$ cat config.mk
export PLATFORM = sky130hd
export DESIGN_NAME = iot_filter_param_flat
export DESIGN_NICKNAME = d
export VERILOG_FILES = /design/src/rtl/iot_filter_param_if.sv /design/src/rtl/iot_filter_param.sv /design/src/flat_wrapper.sv
export SDC_FILE = /design/constraint.sdc
export NUM_CORES = 2
export LEC_CHECK = 0
export ABC_AREA = 0
export CORE_UTILIZATION = 35
export DETAILED_ROUTE_END_ITERATION = 7
export SLEW_MARGIN = 30
export SYNTH_ARGS = -nofsm -noshare
export SYNTH_HDL_FRONTEND = slang
export SYNTH_SLANG_ARGS = --single-unit
$ cat constraint.sdc
create_clock -name clk -period 10.3 [get_ports clk]
set_input_delay 2.06 -clock clk [delete_from_list [all_inputs] [get_ports clk]]
set_output_delay 2.06 -clock clk [all_outputs]
set_load 0.005 [all_outputs]
$ cat src/rtl/iot_filter_param_if.sv
// Beat-in / result-out bus of the parametrised IoT filter.
// The host drives beats and configuration; the filter returns busy, valid and the result.
interface iot_filter_param_if #(
    parameter int IN_W   = 8,
    parameter int WORD_W = 128
);
    logic              in_en;
    logic [IN_W-1:0]   iot_in;
    logic [2:0]        fn_sel;
    logic [WORD_W-1:0] lo_bound;
    logic [WORD_W-1:0] hi_bound;
    logic              busy;
    logic              valid;
    logic [WORD_W-1:0] iot_out;

    modport master (
        output in_en, iot_in, fn_sel, lo_bound, hi_bound,
        input  busy, valid, iot_out
    );

    modport slave (
        input  in_en, iot_in, fn_sel, lo_bound, hi_bound,
        output busy, valid, iot_out
    );
endinterface

$ cat src/rtl/iot_filter_param.sv
// Parametrised IoT data filter: assembles IN_W-bit beats into WORD_W-bit words and
// applies a per-word (extract/exclude) or per-round (max/min/avg/peak) function.
module iot_filter_param #(
    parameter int IN_W  = 8,
    parameter int BEATS = 16,
    parameter int WORDS = 8
) (
    input  logic              clk,
    input  logic              rst,
    iot_filter_param_if.slave bus
);
    localparam int WORD_W = IN_W * BEATS;
    localparam int LOG2W  = $clog2(WORDS);
    localparam int AW     = WORD_W + LOG2W;
    localparam int BCW    = $clog2(BEATS);

    typedef enum logic [2:0] {
        FN_NONE     = 3'd0,
        FN_MAX      = 3'd1,
        FN_MIN      = 3'd2,
        FN_AVG      = 3'd3,
        FN_EXTRACT  = 3'd4,
        FN_EXCLUDE  = 3'd5,
        FN_PEAK_MAX = 3'd6,
        FN_PEAK_MIN = 3'd7
    } fn_e;

    typedef enum logic {
        ST_COLLECT,
        ST_EVAL
    } state_e;

    state_e            state, state_nx;
    logic [BCW-1:0]    beat_cnt;
    logic [LOG2W-1:0]  word_cnt;
    logic [WORD_W-1:0] word;
    logic [AW-1:0]     acc;
    logic [WORD_W-1:0] peak;
    logic              peak_vld;
    fn_e               cfg_fn;
    logic [WORD_W-1:0] cfg_lo;
    logic [WORD_W-1:0] cfg_hi;
    logic              valid_r;
    logic [WORD_W-1:0] out_r;

    logic              busy;
    logic              accept;
    logic              beat_last;
    logic              first_word;
    logic              last_word;
    logic [AW-1:0]     wide;
    logic [AW-1:0]     acc_nx;
    logic [WORD_W-1:0] round_val;
    logic [WORD_W-1:0] peak_nx;
    logic              peak_vld_nx;
    logic              res_vld;
    logic [WORD_W-1:0] res;

    always_ff @(posedge clk) begin
        if (rst) begin
            state <= ST_COLLECT;
        end else begin
            state <= state_nx;
        end
    end

    always_comb begin
        state_nx    = state;
        busy        = (state == ST_EVAL);
        accept      = bus.in_en && !busy;
        beat_last   = (beat_cnt == BCW'(BEATS - 1));
        first_word  = (word_cnt == '0);
        last_word   = (word_cnt == LOG2W'(WORDS - 1));
        wide        = {{LOG2W{1'b0}}, word};
        acc_nx      = acc;
        round_val   = '0;
        peak_nx     = peak;
        peak_vld_nx = peak_vld;
        res_vld     = 1'b0;
        res         = '0;

        case (state)
            ST_COLLECT: begin
                if (accept && beat_last) begin
                    state_nx = ST_EVAL;
                end
            end
            ST_EVAL: begin
                state_nx = ST_COLLECT;
                case (cfg_fn)
                    FN_MAX, FN_PEAK_MAX: acc_nx = (first_word || wide > acc) ? wide : acc;
                    FN_MIN, FN_PEAK_MIN: acc_nx = (first_word || wide < acc) ? wide : acc;
                    FN_AVG:              acc_nx = first_word ? wide : acc + wide;
                    FN_EXTRACT: begin
                        res_vld = (cfg_lo < word) && (word < cfg_hi);
                        res     = word;
                    end
                    FN_EXCLUDE: begin
                        res_vld = (word < cfg_lo) || (word > cfg_hi);
                        res     = word;
                    end
                    default: ;
                endcase

                // Round result reuses the accumulator value produced by this last word.
                round_val = acc_nx[WORD_W-1:0];
                if (last_word) begin
                    case (cfg_fn)
                        FN_MAX, FN_MIN: begin
                            res_vld = 1'b1;
                            res     = round_val;
                        end
                        FN_AVG: begin
                            res_vld = 1'b1;
                            res     = WORD_W'(acc_nx >> LOG2W);
                        end
                        FN_PEAK_MAX: begin
                            if (!peak_vld || round_val > peak) begin
                                res_vld     = 1'b1;
                                res         = round_val;
                                peak_nx     = round_val;
                                peak_vld_nx = 1'b1;
                            end
                        end
                        FN_PEAK_MIN: begin
                            if (!peak_vld || round_val < peak) begin
                                res_vld     = 1'b1;
                                res         = round_val;
                                peak_nx     = round_val;
                                peak_vld_nx = 1'b1;
                            end
                        end
                        default: ;
                    endcase
                end
            end
            default: state_nx = ST_COLLECT;
        endcase
    end

    always_ff @(posedge clk) begin
        if (rst) begin
            beat_cnt <= '0;
            word_cnt <= '0;
            word     <= '0;
            acc      <= '0;
            peak     <= '0;
            peak_vld <= 1'b0;
            cfg_fn   <= FN_NONE;
            cfg_lo   <= '0;
            cfg_hi   <= '0;
            valid_r  <= 1'b0;
            out_r    <= '0;
        end else begin
            valid_r <= 1'b0;
            out_r   <= '0;

            if (accept) begin
                word     <= {word[WORD_W-IN_W-1:0], bus.iot_in};
                beat_cnt <= beat_last ? '0 : beat_cnt + 1'b1;
                // Configuration is frozen for the whole round at its first beat.
                if (beat_cnt == '0 && word_cnt == '0) begin
                    cfg_fn <= fn_e'(bus.fn_sel);
                    cfg_lo <= bus.lo_bound;
                    cfg_hi <= bus.hi_bound;
                    if (fn_e'(bus.fn_sel) != cfg_fn) begin
                        peak_vld <= 1'b0;
                    end
                end
            end

            if (state == ST_EVAL) begin
                acc      <= acc_nx;
                peak     <= peak_nx;
                peak_vld <= peak_vld_nx;
                valid_r  <= res_vld;
                out_r    <= res_vld ? res : '0;
                word_cnt <= last_word ? '0 : word_cnt + 1'b1;
            end
        end
    end

    assign bus.busy    = busy;
    assign bus.valid   = valid_r;
    assign bus.iot_out = out_r;

endmodule

$ cat src/flat_wrapper.sv
// flat-port wrapper written by rule: the top's interface ports become plain ports
module iot_filter_param_flat 
#(
    parameter int IN_W  = 8,
    parameter int BEATS = 16,
    parameter int WORDS = 8
)
  (clk, rst, bus_in_en, bus_iot_in, bus_fn_sel, bus_lo_bound, bus_hi_bound, bus_busy, bus_valid, bus_iot_out);
  iot_filter_param_if #(.IN_W(IN_W), .WORD_W((IN_W * BEATS))) bus_i ();
  input  logic clk;
  input  logic rst;
  input wire logic [$bits(bus_i.in_en)-1:0] bus_in_en;
  input wire logic [$bits(bus_i.iot_in)-1:0] bus_iot_in;
  input wire logic [$bits(bus_i.fn_sel)-1:0] bus_fn_sel;
  input wire logic [$bits(bus_i.lo_bound)-1:0] bus_lo_bound;
  input wire logic [$bits(bus_i.hi_bound)-1:0] bus_hi_bound;
  output wire logic [$bits(bus_i.busy)-1:0] bus_busy;
  output wire logic [$bits(bus_i.valid)-1:0] bus_valid;
  output wire logic [$bits(bus_i.iot_out)-1:0] bus_iot_out;
  assign bus_i.in_en = bus_in_en;
  assign bus_i.iot_in = bus_iot_in;
  assign bus_i.fn_sel = bus_fn_sel;
  assign bus_i.lo_bound = bus_lo_bound;
  assign bus_i.hi_bound = bus_hi_bound;
  assign bus_busy = bus_i.busy;
  assign bus_valid = bus_i.valid;
  assign bus_iot_out = bus_i.iot_out;
  iot_filter_param #(.IN_W(IN_W), .BEATS(BEATS), .WORDS(WORDS)) u_core (.clk(clk), .rst(rst), .bus(bus_i));
endmodule
==> results.tsv <==
stage	metric	value	unit
global_routing	vias in the first global route	54100	
power_and_ir_drop	switch share	28.4	%
clock_network	TritonCTS Buffers	94	
drt	Post-DRT Antenna Nets	0	
worst_hold_path	Worst Hold End	u_core.cfg_hi[45]	
synth	asr flop ratio synth	0	%
worst_hold_path	Hold WC Path Type	reg -> reg	
run	max cap viols	0	
synth	cells after synthesis	7289	
clock_network	Clock Tree Buf Depth	3	
timing	Fin Setup TNS	0	ns
synth	Syn Std Cell Area	0.0539	mm^2
critical_path	Crit. End Element	flop	
floorplan	row cnt	143	
power_and_ir_drop	Max VDD drop	0.123	mV
power_and_ir_drop	sw power	2200	uW
critical_path	reg2reg path depth	30	
place	Inst Count DP	9617	
critical_path	Worst R2R Setup Slack	0.40	ns
critical_path	slowest stage delay, CP	0.75	ns
place	DP Area	0.0618	mm^2
clock_network	clock-pin transition on the worst setup and hold timing paths	0.06	ns
clock_network	CTS sink count	784	
critical_path	Worst R2R Start	u_core.word[81]	
drt	total wire length	248	mm
global_routing	global-route wire length before repair	360	mm
global_routing	initial antenna violation count	8	
synth	number of synthesized register bits	784	
timing	Max-Slew Margin vs Limit	19.3	%
synth	Post-Syn Nets	8205	
place	HPWL Detailed	187	mm
critical_path	Most Frequent Cell on Critical Path	buf_4	
timing	Max Slew Vio Count	0	
place	PortBufs	399	
timing	Final Skew	0.0530	ns
finish	share of cells above drive strength 1	7.99	%
floorplan	core area	0.152	mm^2
power_and_ir_drop	total power	7730	uW
global_routing	GR Util All Layers	30.6	%
critical_path	Arrival @ worst endpoint	10.51	ns
critical_path	WS Path Type	reg -> reg	
synth	Mapped Avg Cell Area	7.40	um^2
power_and_ir_drop	P per Cell Area	119	mW/mm^2
finish	NumNets Final	8600	
clock_network	CTS tree	yes	
power_and_ir_drop	clock power share	45.0	%
floorplan	Initial Util	35.4	%
synth	Main synth FF type	dfxtp_1	
synth	post-synthesis sequential area ratio	29.1	%
finish	Area Overhead vs Synth	20.6	%
critical_path	slowest CP cell	nor4_2	
global_routing	largest net degree at the start of global routing	121	
drt	initial drt markers	5886	
power_and_ir_drop	Comb pwr share	14.3	%
timing	RSZ-0062 raised after global routing	false	
drt	drt first pass iters	6	
timing	worst slew pin tran	1.20	ns
clock_network	worst skew pair latency	0.75	ns
clock_network	H-tree Lvls	3	
clock_network	Setup Buffers After CTS	0	
worst_hold_path	Worst Min Path Start	u_core.cfg_hi[45]	
critical_path	critical path required time	10.91	ns
timing	maximum clock frequency	0.101	GHz
timing	hold_ws	0.453	ns
floorplan	die area	0.156	mm^2
floorplan	Die X-Extent	395	um
critical_path	Worst Path Max Fanout	16	
power_and_ir_drop	cell-internal power	5530	uW
synth	Synth cell types	106	
critical_path	R2R Path End	u_core.bus.iot_out[100]	
finish	fin cells	9789	
clock_network	CTS root buf	clkbuf_16	
drt	routed vias	56800	
timing	final hold viol count	0	
floorplan	I/O pins	400	
worst_hold_path	Hold Crit Depth	2	
timing	fin crit period	9.90	ns
power_and_ir_drop	leak pwr	0.0253	uW
power_and_ir_drop	sequential share of power	40.8	%
timing	final setup vio count	0	
clock_network	post_cts resized	0	
critical_path	Worst setup SP type	flop	
synth	Yosys Warn Count	0	
finish	design area	0.0650	mm^2
floorplan	die height	395	um
place	GP Congestion	0.985	
status	status	finished, final reports clean	
synth	EDFF count, synth	0	
global_routing	grt total ovfl	0	
drt	Routed WL per cell	25.4	um
drt	Via density	5.81	
timing	Tcrit/Tclk final	96.1	%
clock_network	# hold bufs at CTS	0	
drt	DRC	0	
[cells by family (layout without fill, tap and decap cells)]
logic type	Yosys count	in the layout	share of synthesized area, %
DFF	784	784	29.1
and+or+nand+nor	2269	2269	18.5
buffers and inverters	1173	1640	8.34
xor gates and xnor gates	122	122	1.98
muxes	21	21	0.392
AOI/OAI and AO/OA	2274	2274	26.7
adders and majority gates	646	646	15.0
other	0	3	0
[registers in the layout, indices dropped and copies added (netlist names), 3 cells and up]
register	flops
u_core.acc	131
u_core.bus.iot_out	128
u_core.cfg_hi	128
u_core.cfg_lo	128
u_core.peak	128
u_core.word	128
u_core.beat_cnt	4
u_core.cfg_fn	3
u_core.word_cnt	3
[power groups by stage]
stage	clock network [uW]	logic [uW]	registers [uW]
6_report	3470	1100	3150
4_1_cts	3530	1080	3150
3_5_place_dp	0	1080	3220
3_3_place_gp	0	1060	3220
5_1_grt	3640	1190	3160
2_1_floorplan	0	579	3210
[final cells by class]
class	count	area [um^2]
Antenna cell	3	7.51
Fill cell	15700	87400
Sequential cell	784	15700
Inverter	733	2750
Clock inverter	36	454
Tap cell	2030	2540
Multi-Input combinational cell	5332	34000
Clock buffer	132	2700
Timing Repair Buffer	739	6880
[layout by cell type, fill, tap and decap left out, types with 25 or more instances in the layout]
cell,instances
o21ai_0,297
o31ai_1,95
clkbuf_16,94
a211oi_1,238
a221oi_1,68
a22oi_1,71
a21o_1,49
nand3_1,109
xnor2_1,114
buf_4,312
o21bai_1,39
a21oi_1,984
nor2b_1,42
nand4_1,115
o211ai_1,38
a21boi_0,34
ha_1,645
nor3_1,69
inv_1,717
a31oi_1,35
nor4_1,95
a222oi_1,27
nor2_1,520
clkdlybuf4s50_1,398
dfxtp_1,783
o22ai_1,25
nand2_1,1145
o21ai_1,33
a221o_1,46
[routing by layer]
layer	vias up	GRT usage (%)	wire (um)
met1	27200	39.7	104000
met4	4	14.1	12400
met3	536	5.45	20600
li1	26500	-	-
met2	2654	48.9	111000
met5	-	0	16
[synth_stat cells (all sizes together) (17+ instances only)]
master     n  area [um^2]
a211oi   243         1830
a21boi    35          263
a21o      49          368
a21oi    986         4940
a221o     46          460
a221oi    82          806
a222oi    27          270
a22oi     71          533
a31oi     37          244
and2      20          125
and3      25          156
buf       86          418
clkbuf   354         1330
dfxtp    784        15700
ha       645         8070
inv      731         2740
mux2i     20          200
nand2   1149         4320
nand2b    19          119
nand3    112          561
nand4    117          753
nor2     528         1980
nor2b     46          288
nor3      70          355
nor4     107          724
o211ai    39          298
o21a      17          129
o21ai    334         1680
o21bai    39          293
o22ai     26          163
o31ai     97          747
or3       18          113
xnor2    114          998
[worst max-delay path: cells and delay by family, from the launching register on]
family | cells | cell delay (ns)
AOI/OAI and AO/OA | 11 | 3.87
adders and majority gates | 2 | 0.75
buffers and inverters | 7 | 1.42
DFF | 1 | 0.66
and+or+nand+nor | 10 | 3.02
[through the flow]
stage                     worst slack, ns  util (%)
after floorplan                      3.56         -
after global placement             -0.243      40.5
after detailed placement            0.909      40.6
after CTS                           0.845      42.6
after global routing                0.322      42.7
final                               0.404      42.7
[worst max path at each step]
stage	slack [ns]	startpoint	depth (start not counted)	end
global placement	-0.24	u_core.word[81]	32	u_core.bus.iot_out[104]
detailed placement	0.91	u_core.word[81]	30	u_core.bus.iot_out[72]
floorplan	3.56	u_core.word[72]	31	u_core.bus.iot_out[16]
CTS	0.85	u_core.word[81]	30	u_core.bus.iot_out[100]
finish	0.40	u_core.word[81]	30	u_core.bus.iot_out[100]
global route	0.32	u_core.word[81]	32	u_core.bus.iot_out[108]
No activity file was read; power rests on OpenSTA's default activity.
